`src/rtl/mem_arbiter_if.sv`:
```
// rtl/mem_arbiter_if.sv - two-port requester and memory-side signal bundle for mem_arbiter
interface mem_arbiter_if;
  logic        iReq0, iReq1;
  logic [31:0] iAddr0, iAddr1;
  logic [31:0] iWData0, iWData1;
  logic        iRW0, iRW1;
  logic        oAck0, oAck1;
  logic [31:0] oRData0, oRData1;
  logic        oErr;
  logic [31:0] oMemAddr;
  logic [31:0] oMemData;
  logic        oMemRW;
  logic        oMemEn;
  logic [31:0] iMemData;
  logic        iMemReady;

  modport master (
    output iReq0, iReq1, iAddr0, iAddr1, iWData0, iWData1, iRW0, iRW1,
    output iMemData, iMemReady,
    input  oAck0, oAck1, oRData0, oRData1, oErr,
    input  oMemAddr, oMemData, oMemRW, oMemEn
  );

  modport slave (
    input  iReq0, iReq1, iAddr0, iAddr1, iWData0, iWData1, iRW0, iRW1,
    input  iMemData, iMemReady,
    output oAck0, oAck1, oRData0, oRData1, oErr,
    output oMemAddr, oMemData, oMemRW, oMemEn
  );
endinterface

```
`src/rtl/mem_arbiter.sv`:
```
// rtl/mem_arbiter.sv - two-port memory arbiter with fair tie-break and wait timeout
module mem_arbiter #(
  parameter int TIMEOUT = 16
) (
  input  logic         iClk,
  input  logic         iRst,
  mem_arbiter_if.slave bus
);

  typedef enum logic [1:0] {IDLE, BUSY0, BUSY1} state_t;

  state_t      state, state_next;
  logic        last;
  logic [7:0]  wait_cnt;
  logic [31:0] addr_q, wdata_q;
  logic        rw_q;
  logic        ack0_q, ack1_q, err_q;
  logic [31:0] rdata0_q, rdata1_q;
  logic        grant0, grant1, done_ok, done_to;

  always_ff @(posedge iClk or posedge iRst) begin
    if (iRst) state <= IDLE;
    else      state <= state_next;
  end

  always_comb begin
    state_next = state;
    grant0     = 1'b0;
    grant1     = 1'b0;
    done_ok    = 1'b0;
    done_to    = 1'b0;
    case (state)
      IDLE: begin
        // On a tie, the port that did not complete last gets the grant
        if (bus.iReq0 && (!bus.iReq1 || last)) begin
          grant0     = 1'b1;
          state_next = BUSY0;
        end else if (bus.iReq1) begin
          grant1     = 1'b1;
          state_next = BUSY1;
        end
      end
      BUSY0, BUSY1: begin
        if (bus.iMemReady) begin
          done_ok    = 1'b1;
          state_next = IDLE;
        end else if (wait_cnt == 8'(TIMEOUT - 1)) begin
          done_to    = 1'b1;
          state_next = IDLE;
        end
      end
      default: state_next = IDLE;
    endcase
  end

  always_ff @(posedge iClk or posedge iRst) begin
    if (iRst) begin
      last     <= 1'b1;
      wait_cnt <= 8'd0;
      addr_q   <= 32'd0;
      wdata_q  <= 32'd0;
      rw_q     <= 1'b1;
      ack0_q   <= 1'b0;
      ack1_q   <= 1'b0;
      err_q    <= 1'b0;
      rdata0_q <= 32'd0;
      rdata1_q <= 32'd0;
    end else begin
      ack0_q <= 1'b0;
      ack1_q <= 1'b0;
      err_q  <= 1'b0;
      if (grant0 || grant1) begin
        addr_q   <= grant0 ? bus.iAddr0  : bus.iAddr1;
        wdata_q  <= grant0 ? bus.iWData0 : bus.iWData1;
        rw_q     <= grant0 ? bus.iRW0    : bus.iRW1;
        wait_cnt <= 8'd0;
      end else if (state != IDLE && !done_ok && !done_to) begin
        wait_cnt <= wait_cnt + 8'd1;
      end
      if (done_ok || done_to) begin
        last  <= (state == BUSY1);
        err_q <= done_to;
        if (state == BUSY0) begin
          ack0_q <= 1'b1;
          if (rw_q) rdata0_q <= done_ok ? bus.iMemData : 32'd0;
        end else begin
          ack1_q <= 1'b1;
          if (rw_q) rdata1_q <= done_ok ? bus.iMemData : 32'd0;
        end
      end
    end
  end

  assign bus.oMemEn   = (state != IDLE);
  assign bus.oMemAddr = addr_q;
  assign bus.oMemData = wdata_q;
  assign bus.oMemRW   = rw_q;
  assign bus.oAck0    = ack0_q;
  assign bus.oAck1    = ack1_q;
  assign bus.oErr     = err_q;
  assign bus.oRData0  = rdata0_q;
  assign bus.oRData1  = rdata1_q;

endmodule
```
`src/flat_wrapper.sv`:
```
// flat-port wrapper written by rule: the top's interface ports become plain ports
module mem_arbiter_flat 
#(
  parameter int TIMEOUT = 16
)
  (iClk, iRst, bus_iReq0, bus_iReq1, bus_iAddr0, bus_iAddr1, bus_iWData0, bus_iWData1, bus_iRW0, bus_iRW1, bus_iMemData, bus_iMemReady, bus_oAck0, bus_oAck1, bus_oRData0, bus_oRData1, bus_oErr, bus_oMemAddr, bus_oMemData, bus_oMemRW, bus_oMemEn);
  mem_arbiter_if bus_i ();
  input  logic iClk;
  input  logic iRst;
  input wire logic [$bits(bus_i.iReq0)-1:0] bus_iReq0;
  input wire logic [$bits(bus_i.iReq1)-1:0] bus_iReq1;
  input wire logic [$bits(bus_i.iAddr0)-1:0] bus_iAddr0;
  input wire logic [$bits(bus_i.iAddr1)-1:0] bus_iAddr1;
  input wire logic [$bits(bus_i.iWData0)-1:0] bus_iWData0;
  input wire logic [$bits(bus_i.iWData1)-1:0] bus_iWData1;
  input wire logic [$bits(bus_i.iRW0)-1:0] bus_iRW0;
  input wire logic [$bits(bus_i.iRW1)-1:0] bus_iRW1;
  input wire logic [$bits(bus_i.iMemData)-1:0] bus_iMemData;
  input wire logic [$bits(bus_i.iMemReady)-1:0] bus_iMemReady;
  output wire logic [$bits(bus_i.oAck0)-1:0] bus_oAck0;
  output wire logic [$bits(bus_i.oAck1)-1:0] bus_oAck1;
  output wire logic [$bits(bus_i.oRData0)-1:0] bus_oRData0;
  output wire logic [$bits(bus_i.oRData1)-1:0] bus_oRData1;
  output wire logic [$bits(bus_i.oErr)-1:0] bus_oErr;
  output wire logic [$bits(bus_i.oMemAddr)-1:0] bus_oMemAddr;
  output wire logic [$bits(bus_i.oMemData)-1:0] bus_oMemData;
  output wire logic [$bits(bus_i.oMemRW)-1:0] bus_oMemRW;
  output wire logic [$bits(bus_i.oMemEn)-1:0] bus_oMemEn;
  assign bus_i.iReq0 = bus_iReq0;
  assign bus_i.iReq1 = bus_iReq1;
  assign bus_i.iAddr0 = bus_iAddr0;
  assign bus_i.iAddr1 = bus_iAddr1;
  assign bus_i.iWData0 = bus_iWData0;
  assign bus_i.iWData1 = bus_iWData1;
  assign bus_i.iRW0 = bus_iRW0;
  assign bus_i.iRW1 = bus_iRW1;
  assign bus_i.iMemData = bus_iMemData;
  assign bus_i.iMemReady = bus_iMemReady;
  assign bus_oAck0 = bus_i.oAck0;
  assign bus_oAck1 = bus_i.oAck1;
  assign bus_oRData0 = bus_i.oRData0;
  assign bus_oRData1 = bus_i.oRData1;
  assign bus_oErr = bus_i.oErr;
  assign bus_oMemAddr = bus_i.oMemAddr;
  assign bus_oMemData = bus_i.oMemData;
  assign bus_oMemRW = bus_i.oMemRW;
  assign bus_oMemEn = bus_i.oMemEn;
  mem_arbiter #(.TIMEOUT(TIMEOUT)) u_core (.iClk(iClk), .iRst(iRst), .bus(bus_i));
endmodule
```
`config.mk`:
```
export PLATFORM = sky130hd
export DESIGN_NAME = mem_arbiter_flat
export DESIGN_NICKNAME = d
export VERILOG_FILES = /design/src/rtl/mem_arbiter_if.sv /design/src/rtl/mem_arbiter.sv /design/src/flat_wrapper.sv
export SDC_FILE = /design/constraint.sdc
export NUM_CORES = 1
export LEC_CHECK = 0
export ABC_AREA = 0
export ABC_CLOCK_PERIOD_IN_PS = 10800
export CAP_MARGIN = 10
export CORE_UTILIZATION = 45
export CTS_CLUSTER_DIAMETER = 80
export DETAILED_ROUTE_END_ITERATION = 8
export GPL_TIMING_DRIVEN = 1
export HOLD_SLACK_MARGIN = 0.03
export PLACE_DENSITY = 0.87
export RECOVER_POWER = 50
export SLEW_MARGIN = 10
export SYNTH_ARGS = -nofsm -noshare
export SYNTH_HDL_FRONTEND = slang
export SYNTH_SLANG_ARGS = --single-unit
```
`constraint.sdc`:
```
create_clock -name iClk -period 10.8 [get_ports iClk]
set_clock_uncertainty 0.2 [all_clocks]
set_input_delay 1.62 -clock iClk [delete_from_list [all_inputs] [get_ports iClk]]
set_output_delay 1.62 -clock iClk [all_outputs]
set_load 0.05 [all_outputs]
```
-- Word level (Yosys, flattened, before mapping)
Index checks and enable logic that the tools add are counted.
- output and inout port bits: 133
- flip-flop bits (word level): 143
- bits of input ports: 167
- logic and storage cells: 60
- memories kept: 0
- ROM bits: 0
- latch bits: 0
- bits in writable memories: 0
- bitwise logic cells: 1
- add/sub/neg operators: 1
- multiply operators: 0
- multiplexer cells: 26
- magnitude comparators: 0
- eq/ne operators: 5
- divide/modulo/power cells: 0
- reduce and logical (&&, ||, !) cells: 16
- shift-type cells: 0
- operators by type and width (kind ; count):
    two-way mux 32 bit ; 3
    two-way mux 1 bit ; 16
    two-way mux 8 bit ; 2
    adder 8 x 1 -> 8 bit, second input constant ; 1
    equality test 8 x 4 -> 1 bit, second input constant ; 1
    two-way mux 2 bit ; 4
    inequality test 3 x 2 -> 1 bit, second input constant ; 2
    AND reduction 3 bit ; 2
    case mux 2 bit (2 select lines) ; 1
    nonzero test 2 bit ; 2
    logical AND 1 bit ; 3
    zero test 1 bit ; 3
    logical OR 1 bit ; 3
    equality test 2 x 1 -> 1 bit, second input constant ; 1
    equality test 2 bit, second input constant ; 1
    zero test 2 bit ; 1
    AND reduction 2 bit ; 1
    OR reduction 2 bit ; 1
    inverter 1 bit ; 1

-- Logic depth before layout (Yosys ltp)
Gate-level depths: netlist of run 1.
- word-level depth: 8
- mapped depth: 9
- depth with buffers taken out: 6

-- Worst setup path before layout of run 1
Ideal clock, no wire load.
- kind: input port to flip-flop
- start point: input port bus_iReq1
- end point: register u_core.rw_q (netlist: u_core.bus.oMemRW)
- slack: 7.869 ns
- setup time: 0.073 ns
- path buffers: 2
- required time: 10.527 ns
- arrival time: 2.658 ns
- stages on the path: 6
- path through: inv_1 o21ai_1 clkbuf_1 clkbuf_1 o21bai_1 a21oi_1
- cells in the longest elaborated chain, start to end: 6
- elaborated cells between the ends (all ways): 10
- classes of those cells: 6 x mux; 4 x reduce/logical
- ends and longest elaborated chain (what ; RTL line ; RTL):
    from (decl) ; flat_wrapper.sv:11 ; input wire logic [$bits(bus_i.iReq1)-1:0] bus_iReq1;
    zero test 1 bit ; mem_arbiter.sv:35 ; if (bus.iReq0 && (!bus.iReq1 || last)) begin
    logical OR 1 bit ; mem_arbiter.sv:35 ;
    logical AND 1 bit ; mem_arbiter.sv:35 ;
    two-way mux 1 bit ; mem_arbiter.sv:35 ;
    two-way mux 1 bit ; mem_arbiter.sv:32 ; case (state)
    two-way mux 1 bit or logical OR 1 bit (tied branches) ; mem_arbiter.sv:75, mem_arbiter.sv:72 ;
    to (signal assigned) ; mem_arbiter.sv:75 ; rw_q <= grant0 ? bus.iRW0 : bus.iRW1;
    to (decl) ; mem_arbiter.sv:16 ; logic rw_q;
Parallel ways exist; a longest one is shown, timed or not.
A chain may end at the register's enable or synchronous reset.

==> impl_metrics.py, run 1 <==
metrics = {
    "grt": {
        "gr-usage-all-layers_pct": 27.1,
        "grt_pass1_wl_um": 30700,
        "antenna_found_initial": 0,
        "globalRoute.totalOverflow": 0,
        "grt_start_max_net_pins": 89,
        "grt_pass1_vias": 5971,
    },
    "worst_setup_path": {
        "timing.critical_path.cells": "dlygate4sd3_1 > clkinvlp_2 > buf_4",
        "crit_buf_inv": 3,
        "critical_path.slowest_cell": "clkinvlp_2",
        "critical_path.top_delay_family": "buffers and inverters",
        "cp_data_required_time_ns": 11.07,
        "crit_fanout": 88,
        "critical-path-max-stage-delay_ns": 2.12,
        "cp_data_arrival_time_ns": 5.22,
        "cp-start-kind": "primary input",
        "timing_worst_setup_path_type": "primary input to async pin",
        "worst_setup_path_end_kind": "async pin",
    },
    "cells_and_area": {
        "area.sequential_mm2": 0.00358,
        "antenna_cells": 0,
        "area.growth.synth_to_final_pct": 55.5,
        "finish.net_count": 1027,
        "final.fill_count": 969,
        "final_common_cell": "clkdlybuf4s50_1",
        "drive_gt1_share_pct": 5.41,
        "utilization_pct": 71.5,
        "combined_area_of_the_multi_input_logic_cells_mm2": 0.00248,
        "layout_common_cells": "clkdlybuf4s50_1, dfrtp_1, a21oi_1",
        "layoutNonFillerInstCount": 1049,
    },
    "timing": {
        "unrepaired_setup_endpoints_after_global_routing": "false",
        "layout_worst_path_cycle_share_pct": 45.8,
        "tns_ns": 0,
        "final_hold_viol_count": 0,
        "relSlewSlack_pct": -152,
        "setup_viol": 0,
        "worst_slack_ns": 5.85,
        "final.min_clock_period_ns": 4.95,
        "slew_violations": 122,
        "timing_worst_slew_pin_value_ns": 3.76,
        "timing.fmax_mhz": 202,
    },
    "power_and_ir_drop": {
        "cellPowerDensity_mw_per_mm2": 335,
        "peakVddDrop_mv": 0.164,
        "power.leakage_nw": 3.97,
    },
    "run_status": {
        "status": "finished, violations left",
        "failed_checks": "max-capacitance violations, max-slew violations",
    },
    "clock_network": {
        "cts.clk_slew.worst_paths_ns": 0.05,
        "clock_sinks": 143,
        "clkLatencyLatePin_ns": 0.41,
        "cts_setup_buffers": 0,
        "tritoncts": "done",
        "numCtsBuffers": 17,
        "htreeDepth": 4,
        "max-clock-path-buffers": 2,
        "post_cts_resize_count": 0,
        "holdBufCountCts": 0,
        "cts_root_buffer": "clkbuf_16",
    },
    "place": {
        "place.port_buffers": 299,
        "weighted_congestion_reported_at_the_end_of_routability_driven_placement": 0.868,
        "post-place-ws_ns": 6.74,
        "post-place-cells": 1017,
        "detailed_place_hpwl_um": 13700,
    },
    "floorplanning": {
        "placement_rows": 43,
        "die_y_um": 121,
        "core_area_mm2": 0.0139,
        "start_util_pct": 46.0,
        "die_width_um": 121,
        "design.die.area_mm2": 0.0147,
        "boundaryPins": 300,
    },
    "yosys": {
        "synth_cell_types": 36,
        "synthesis.area_per_instance_um2": 10.9,
        "synth_warnings": 0,
        "ys_seq_area_share_pct": 56.1,
        "mappedNetlistNets": 758,
        "synth_edf_count": 0,
        "synthesis.area_mm2": 0.00638,
        "postSynthRegisterBits": 143,
        "syn_inst": 587,
        "synth-async-reset-ratio_pct": 100,
        "ys_dominant_reg_cell": "dfrtp_1",
    },
    "drt": {
        "ant_nets": 0,
        "detail_route.first_pass.iterations": 4,
        "num_vias": 5940,
        "drt-initial-drc-count": 318,
        "routedWlPerCell_um": 18.8,
        "route.detailed.vias_per_inst": 5.66,
        "drt_drc_violations_left": 0,
        "postRouteWirelength_um": 19700,
    },
    "worst_hold_path": {
        "timing.hold.worst.class": "flop to flop",
    },
    "job": {
        "maxCapViolCount": 3,
    },
}
## Yosys cell counts, types with 2 or more instances
library cell / number / area (um^2)
inv_1: 8 / 30.0
a21oi_1: 69 / 345
nor2b_1: 2 / 12.5
dfrtp_1: 141 / 3530
a211oi_1: 65 / 488
a22o_1: 63 / 552
and3_1: 2 / 12.5
nor2_1: 69 / 259
nand4_1: 2 / 12.5
buf_1: 5 / 18.8
clkbuf_1: 45 / 169
buf_6: 6 / 67.6
o211ai_1: 3 / 22.5
o31ai_1: 4 / 30.0
ha_1: 4 / 50.1
nand3_1: 5 / 25.0
o21bai_1: 65 / 488
dfstp_2: 2 / 52.6
o21ai_0: 4 / 20.0
o21ai_1: 3 / 15.0
nand2_1: 5 / 18.8
## area by class of cell
type / count / area share [%]
clock buffer: 20 / 4.50
inverter: 8 / 0.315
sequential: 143 / 36.1
timing repair buffer: 307 / 30.7
multi-input combinational: 379 / 25.0
clock inverter: 12 / 1.13
tap: 180 / 2.27
## metrics by stage
| stage | cell area, um^2 | hold WS, ns | power [mW] |
|---|---|---|---|
| detailed placement | 9420 | 0.284 | 2.80 |
| CTS | 9980 | 0.302 | 3.36 |
| global placement | 9420 | 0.275 | 2.75 |
| finish | 9930 | 0.300 | 3.33 |
| floorplan | 6380 | 0.272 | 2.13 |
| global route | 9930 | 0.310 | 3.47 |
## sequential cells by signal (all words and copies together) (netlist names)
name,cells
u_core.bus.oAck0,1
u_core.bus.oMemAddr,32
u_core.bus.oRData0,32
u_core.wait_cnt,8
u_core.bus.oAck1,1
u_core.bus.oMemRW,1
u_core.state,2
u_core.last,1
u_core.bus.oRData1,32
u_core.bus.oErr,1
u_core.bus.oMemData,32
## final timing paths
kind / start / endpoint / slack (ns) / depth (start not counted)
min in group asynchronous: iRst / u_core.bus.oRData0[12] / 2.59 / 2
setup reg to reg: u_core.wait_cnt[4] / u_core.bus.oRData1[30] / 7.30 / 4
max in group iClk: u_core.state[0] / bus_oMemEn / 6.28 / 5
hold reg to reg: u_core.bus.oRData1[31] / u_core.bus.oRData1[31] / 0.30 / 1
setup / recovery: iRst / u_core.bus.oErr / 5.85 / 3
hold / removal: u_core.bus.oRData1[31] / u_core.bus.oRData1[31] / 0.30 / 1
## cells by family after synthesis
| kind of cell | synth area share, % |
|---|---|
| adders and majority gates | 0.784 |
| buffers and inverters | 4.55 |
| AOI/OAI and AO/OA | 31.6 |
| and+or+nand+nor | 6.63 |
| DFF | 56.1 |
| muxes | 0.333 |
## routing by layer
layer  share of wire [%]  vias up  track usage (%)
li1                    -     2730                -
met5                   0        -                0
met2                  50      278             45.8
met3                 7.6       43             7.57
met1                  39     2889             32.2
met4                 3.0        0             11.7
## report_power, final
group | internal, mW | switching, mW | total [mW]
clock network | 0.324 | 0.227 | 0.551
registers | 0.772 | 0.142 | 0.914
logic | 0.617 | 1.25 | 1.87
No activity file was read; power rests on OpenSTA's default activity.
==> run 2: changes to the inputs <==
Settings changed: ABC_CLOCK_PERIOD_IN_PS 10800 to 4300, CORE_UTILIZATION 45 to 37, PLACE_DENSITY 0.87 to 0.76.
Clock period 10.8 ns to 4.3 ns, I/O delays scaled along.
==> run 2 against run 1 <==
Compared with the run above:
- the run still ends with max-capacitance violations, max-slew violations left
- register-to-register slack worse by 5.7 ns
- final cell count is 4.2% higher
- worst setup slack worse by 4.5 ns
- critical path type unchanged
- via count hardly changed
- hold slack worse by 0.0040 ns
- highest routed layer unchanged
- sequential share of layout area is 0.48 points lower
- core utilization is 11 points lower
- global-route usage is 3.2 points lower
- clock power grew to 2.6 times the previous value
- clock-buffer cell count is 3 lower
- sequential power is 150% higher
- flip-flop and latch count stayed put
==> impl_metrics.py, run 2 (same netlist as run 1, synthesis figures left out) <==
metrics = {
    "clock_network": {
        "numCtsBuffers": 17,
        "cts.clk_slew.worst_paths_ns": 0.06,
        "clock_sinks": 143,
        "htreeDepth": 4,
        "clkLatencyLatePin_ns": 0.42,
        "cts_root_buffer": "clkbuf_16",
        "post_cts_resize_count": 0,
        "holdBufCountCts": 0,
        "tritoncts": "done",
        "max-clock-path-buffers": 2,
        "cts_setup_buffers": 0,
    },
    "power_and_ir_drop": {
        "share_of_power_burned_in_registers_pct": 27.0,
        "cellPowerDensity_mw_per_mm2": 836,
        "power_switching_mw": 4.11,
        "power.leakage_nw": 4.03,
        "comb_power_share_pct": 55.8,
        "power.internal_mw": 4.30,
        "peakVddDrop_mv": 0.457,
        "power.switching_fraction_pct": 48.9,
        "clock_power_share_pct": 17.3,
    },
    "drt": {
        "detail_route.first_pass.iterations": 5,
        "drt_drc_violations_left": 0,
        "route.detailed.vias_per_inst": 5.44,
        "detail_route.wirelength.met1_um": 8430,
        "met2WireLength_um": 9780,
        "routed-wl-met3_um": 1800,
        "postRouteWirelength_um": 20700,
        "ant_nets": 0,
        "num_vias": 5942,
        "highest-signal-layer": "met4",
        "drt-initial-drc-count": 283,
        "routedWlPerCell_um": 18.9,
    },
    "worst_setup_path": {
        "setup.worst_path.end": "u_core.bus.oMemAddr[22]",
        "cp-start-kind": "primary input",
        "worst_r2r_path_depth": 4,
        "critical_path.startpoint": "iRst",
        "cp_data_required_time_ns": 4.34,
        "timing_worst_setup_path_type": "primary input to async pin",
        "reg2reg_to": "u_core.bus.oRData1[16]",
        "cp_data_arrival_time_ns": 3.00,
        "r2r-start": "u_core.wait_cnt[4]",
        "worst_setup_path_end_kind": "async pin",
        "setup.reg_to_reg.worst_slack_ns": 1.56,
        "crit_fanout": 61,
    },
    "timing": {
        "final_hold_viol_count": 0,
        "timing.fmax_mhz": 337,
        "setup_viol": 0,
        "slew_violations": 93,
        "layout_worst_path_cycle_share_pct": 68.9,
        "worst_slack_ns": 1.34,
        "unrepaired_setup_endpoints_after_global_routing": "false",
        "timing_worst_slew_pin_value_ns": 1.60,
        "relSlewSlack_pct": -6.52,
        "final.min_clock_period_ns": 2.96,
        "tns_ns": 0,
    },
    "place": {
        "post-place-ws_ns": 1.38,
        "post-place-cells": 1061,
        "placement.cell_area_mm2": 0.00953,
        "weighted_congestion_reported_at_the_end_of_routability_driven_placement": 0.779,
        "place.port_buffers": 299,
        "detailed_place_hpwl_um": 14000,
    },
    "cells_and_area": {
        "final_common_cell": "clkdlybuf4s50_1",
        "layoutNonFillerInstCount": 1093,
        "area.growth.synth_to_final_pct": 57.7,
        "layout_common_cells": "clkdlybuf4s50_1, dfrtp_1, a21oi_1",
        "drive_gt1_share_pct": 6.07,
        "finish.net_count": 1031,
        "antenna_cells": 0,
        "post_route_standard_cell_area_excluding_fillers_mm2": 0.0101,
    },
    "run_status": {
        "failed_checks": "max-capacitance violations, max-slew violations",
        "status": "finished, violations left",
    },
    "floorplanning": {
        "design.die.area_mm2": 0.0178,
        "core_area_mm2": 0.0167,
        "die_y_um": 133,
        "start_util_pct": 38.2,
        "placement_rows": 47,
        "boundaryPins": 300,
        "die_width_um": 133,
    },
    "grt": {
        "antenna_found_initial": 0,
        "globalRoute.totalOverflow": 0,
        "grt_pass1_vias": 6041,
        "gr-usage-all-layers_pct": 23.9,
        "grt_pass1_wl_um": 33100,
        "grt_start_max_net_pins": 69,
    },
    "worst_hold_path": {
        "timing.hold.worst.class": "flop to flop",
    },
    "job": {
        "maxCapViolCount": 2,
    },
}
-- run 2: changes by cell type in the layout (fill, tap and decap cells not counted), moves of 2 or more --
| cell | delta |
|---|---|
| clkdlybuf4s50_1 | -14 |
| inv_8 | +2 |
| inv_6 | +5 |
| clkbuf_2 | +2 |
| clkinv_2 | -2 |
| o21ai_0 | -2 |
| dlygate4sd3_1 | +14 |
| clkinv_4 | -3 |
-- run 2: final cells by class --
type | count | area (um^2)
inverter | 8 | 31.3
fill | 1455 | 6640
multi-input combinational | 379 | 2520
clock inverter | 15 | 150
tap | 220 | 275
timing repair buffer | 311 | 3080
sequential | 143 | 3580
clock buffer | 17 | 425
-- run 2: routing by layer --
metal  track usage, %  up-vias
li1                 -     2742
met1             29.2     2891
met2             38.2      271
met3             8.37       38
met4             10.1        0
met5                0        -
-- run 2: stage by stage --
step / power (mW) / utilization (%) / hold WS (ns)
after floorplan: 5.36 / - / 0.272
after global placement: 6.99 / 57.0 / 0.279
after detailed placement: 7.05 / 57.0 / 0.283
after CTS: 8.54 / 60.5 / 0.298
after global routing: 8.80 / 60.2 / 0.313
final: 8.41 / 60.2 / 0.296
-- run 2: worst min-delay path by stage --
stage	to	start	slack, ns	cells past startpoint
floorplan	u_core.wait_cnt[6]	u_core.wait_cnt[6]	0.27	1
global placement	u_core.bus.oRData0[31]	u_core.bus.oRData0[31]	0.28	1
detailed placement	u_core.bus.oRData0[31]	u_core.bus.oRData0[31]	0.28	1
CTS	u_core.bus.oRData0[31]	u_core.bus.oRData0[31]	0.30	1
global route	u_core.bus.oRData1[5]	u_core.bus.oRData1[5]	0.31	1
finish	u_core.bus.oRData0[29]	u_core.bus.oRData0[29]	0.30	1
-- run 2: worst max-delay path, stage by stage --
cell and delay, ns:
dlygate4sd3_1 0.55, clkinvlp_2 0.49, clkbuf_2 1.25
-- run 2: power groups by stage --
stage / sequential [mW] / clock (mW) / combinational (mW)
after floorplan: 4.20 / 0 / 1.16
after global placement: 2.28 / 0 / 4.72
after detailed placement: 2.29 / 0 / 4.76
after CTS: 2.28 / 1.48 / 4.77
after global routing: 2.34 / 1.54 / 4.92
final: 2.27 / 1.45 / 4.69
==> run 3: changes to the inputs <==
Settings changed: ABC_CLOCK_PERIOD_IN_PS 4300 to 2400.
Clock period 4.3 ns to 2.4 ns, I/O delays scaled along.
==> run 3 against run 2 <==
Compared with the run above:
- the run now ends clean
- sequential power rose by 81%
- flip-flop and latch count stayed put
- die area stayed put
- critical endpoint is now u_core.bus.oRData0[17]
==> impl_metrics.py, run 3 (same netlist as run 1, synthesis figures left out) <==
metrics = {
    "run_status": {
        "status": "completed",
    },
    "timing": {
        "slew_violations": 0,
        "unrepaired_setup_endpoints_after_global_routing": "false",
        "setup_viol": 0,
        "worst_slack_ns": 0.157,
        "final_hold_viol_count": 0,
        "layout_worst_path_cycle_share_pct": 93.5,
        "timing.fmax_mhz": 446,
        "final.min_clock_period_ns": 2.24,
        "timing_worst_slew_pin_value_ns": 1.14,
        "relSlewSlack_pct": 23.9,
        "tns_ns": 0,
    },
    "clock_network": {
        "max-clock-path-buffers": 2,
        "clkLatencyLatePin_ns": 0.41,
        "htreeDepth": 4,
        "numCtsBuffers": 17,
        "cts_root_buffer": "clkbuf_16",
        "holdBufCountCts": 0,
        "cts_setup_buffers": 0,
        "post_cts_resize_count": 0,
        "clock_sinks": 143,
        "cts.clk_slew.worst_paths_ns": 0.06,
        "tritoncts": "done",
    },
    "grt": {
        "grt_start_max_net_pins": 62,
        "grt_pass1_vias": 5943,
        "grt_pass1_wl_um": 31700,
        "antenna_found_initial": 0,
        "globalRoute.totalOverflow": 0,
        "gr-usage-all-layers_pct": 23.0,
    },
    "worst_setup_path": {
        "critical_path.slowest_cell": "or4_4",
        "timing.critical_path.cells": "or4_4 > o21bai_4 > nand4_4 > buf_4 > a22o_1",
        "cp-start-kind": "flop",
        "crit_fanout": 32,
        "worst_setup_path_end_kind": "flop",
        "cp_data_required_time_ns": 2.49,
        "timing_worst_setup_path_type": "flop to flop",
        "critical-path-max-stage-delay_ns": 0.59,
        "cp_data_arrival_time_ns": 2.33,
    },
    "cells_and_area": {
        "final_common_cell": "clkdlybuf4s50_1",
        "layout_common_cells": "clkdlybuf4s50_1, dfrtp_1, a21oi_1",
        "layoutNonFillerInstCount": 1105,
        "drive_gt1_share_pct": 7.91,
        "finish.net_count": 1043,
        "area.growth.synth_to_final_pct": 60.0,
        "post_route_standard_cell_area_excluding_fillers_mm2": 0.0102,
        "antenna_cells": 0,
        "utilization_pct": 61.1,
    },
    "drt": {
        "num_vias": 5880,
        "routedWlPerCell_um": 18.4,
        "detail_route.first_pass.iterations": 4,
        "ant_nets": 0,
        "drt-initial-drc-count": 231,
        "route.detailed.vias_per_inst": 5.32,
        "drt_drc_violations_left": 0,
        "postRouteWirelength_um": 20400,
    },
    "floorplanning": {
        "boundaryPins": 300,
        "placement_rows": 47,
        "core_area_mm2": 0.0167,
        "design.die.area_mm2": 0.0178,
        "die_y_um": 133,
        "die_width_um": 133,
        "start_util_pct": 38.2,
    },
    "worst_hold_path": {
        "timing.hold.worst.class": "flop to flop",
    },
    "place": {
        "post-place-ws_ns": 0.205,
        "placement.cell_area_mm2": 0.00970,
        "detailed_place_hpwl_um": 14500,
        "weighted_congestion_reported_at_the_end_of_routability_driven_placement": 0.800,
        "post-place-cells": 1073,
        "place.port_buffers": 299,
    },
    "power_and_ir_drop": {
        "peakVddDrop_mv": 0.869,
        "power.leakage_nw": 4.08,
        "cellPowerDensity_mw_per_mm2": 1490,
    },
    "job": {
        "maxCapViolCount": 0,
    },
}
-- run 3: changes by cell type in the layout (fill, tap and decap cells not counted), moves of 2 or more --
cell,change
buf_12,+6
buf_4,+7
clkdlybuf4s50_1,+31
clkinv_4,+2
dlygate4sd3_1,-33
inv_6,-2
-- run 3: final timing paths --
check	cells past startpoint	slack, ns	from	to
max reg2reg	5	0.16	u_core.wait_cnt[5]	u_core.bus.oRData0[17]
min reg2reg	1	0.30	u_core.bus.oRData1[31]	u_core.bus.oRData1[31]
max	5	0.16	u_core.wait_cnt[5]	u_core.bus.oRData0[17]
min	1	0.30	u_core.bus.oRData1[31]	u_core.bus.oRData1[31]
max in group asynchronous	3	0.60	iRst	u_core.bus.oMemData[24]
min in group asynchronous	3	0.34	iRst	u_core.bus.oRData1[28]
-- run 3: per-stage QoR --
step                hold WS [ns]  power (mW)
floorplan                  0.272        9.60
global placement           0.278        12.7
detailed placement         0.285        12.8
CTS                        0.218        15.3
global route               0.315        15.8
finish                     0.297        15.2
-- run 3: area by class of cell --
type	instances	area, um^2
clock buffers	18	439
inverters	8	31.3
repair buffers	323	3240
clock inverters	14	120
well taps	220	275
flip-flops and latches	143	3580
fillers	1471	6490
multi-input cells	379	2530
-- run 3: per-layer routing --
metal / global-route usage (%) / share of wire, % / up-vias
li1: - / - / 2753
met4: 8.71 / 2.8 / 0
met5: 0 / 0 / -
met2: 38.8 / 49 / 253
met1: 27.5 / 41 / 2838
met3: 6.96 / 7.7 / 36
-- run 3: power by group --
group | total (mW) | internal (mW) | switching, mW | leakage [nW]
Combinational | 8.57 | 2.96 | 5.62 | 2.11
Clock | 2.49 | 1.38 | 1.11 | 0.268
Sequential | 4.11 | 3.47 | 0.644 | 1.71
-- run 3: critical path, delay by kind of cell, from the launching register on --
kind	cells	cell delay (ns)
AOI/OAI and AO/OA	2	0.49
buffers and inverters	1	0.27
DFF	1	0.43
and+or+nand+nor	2	0.71
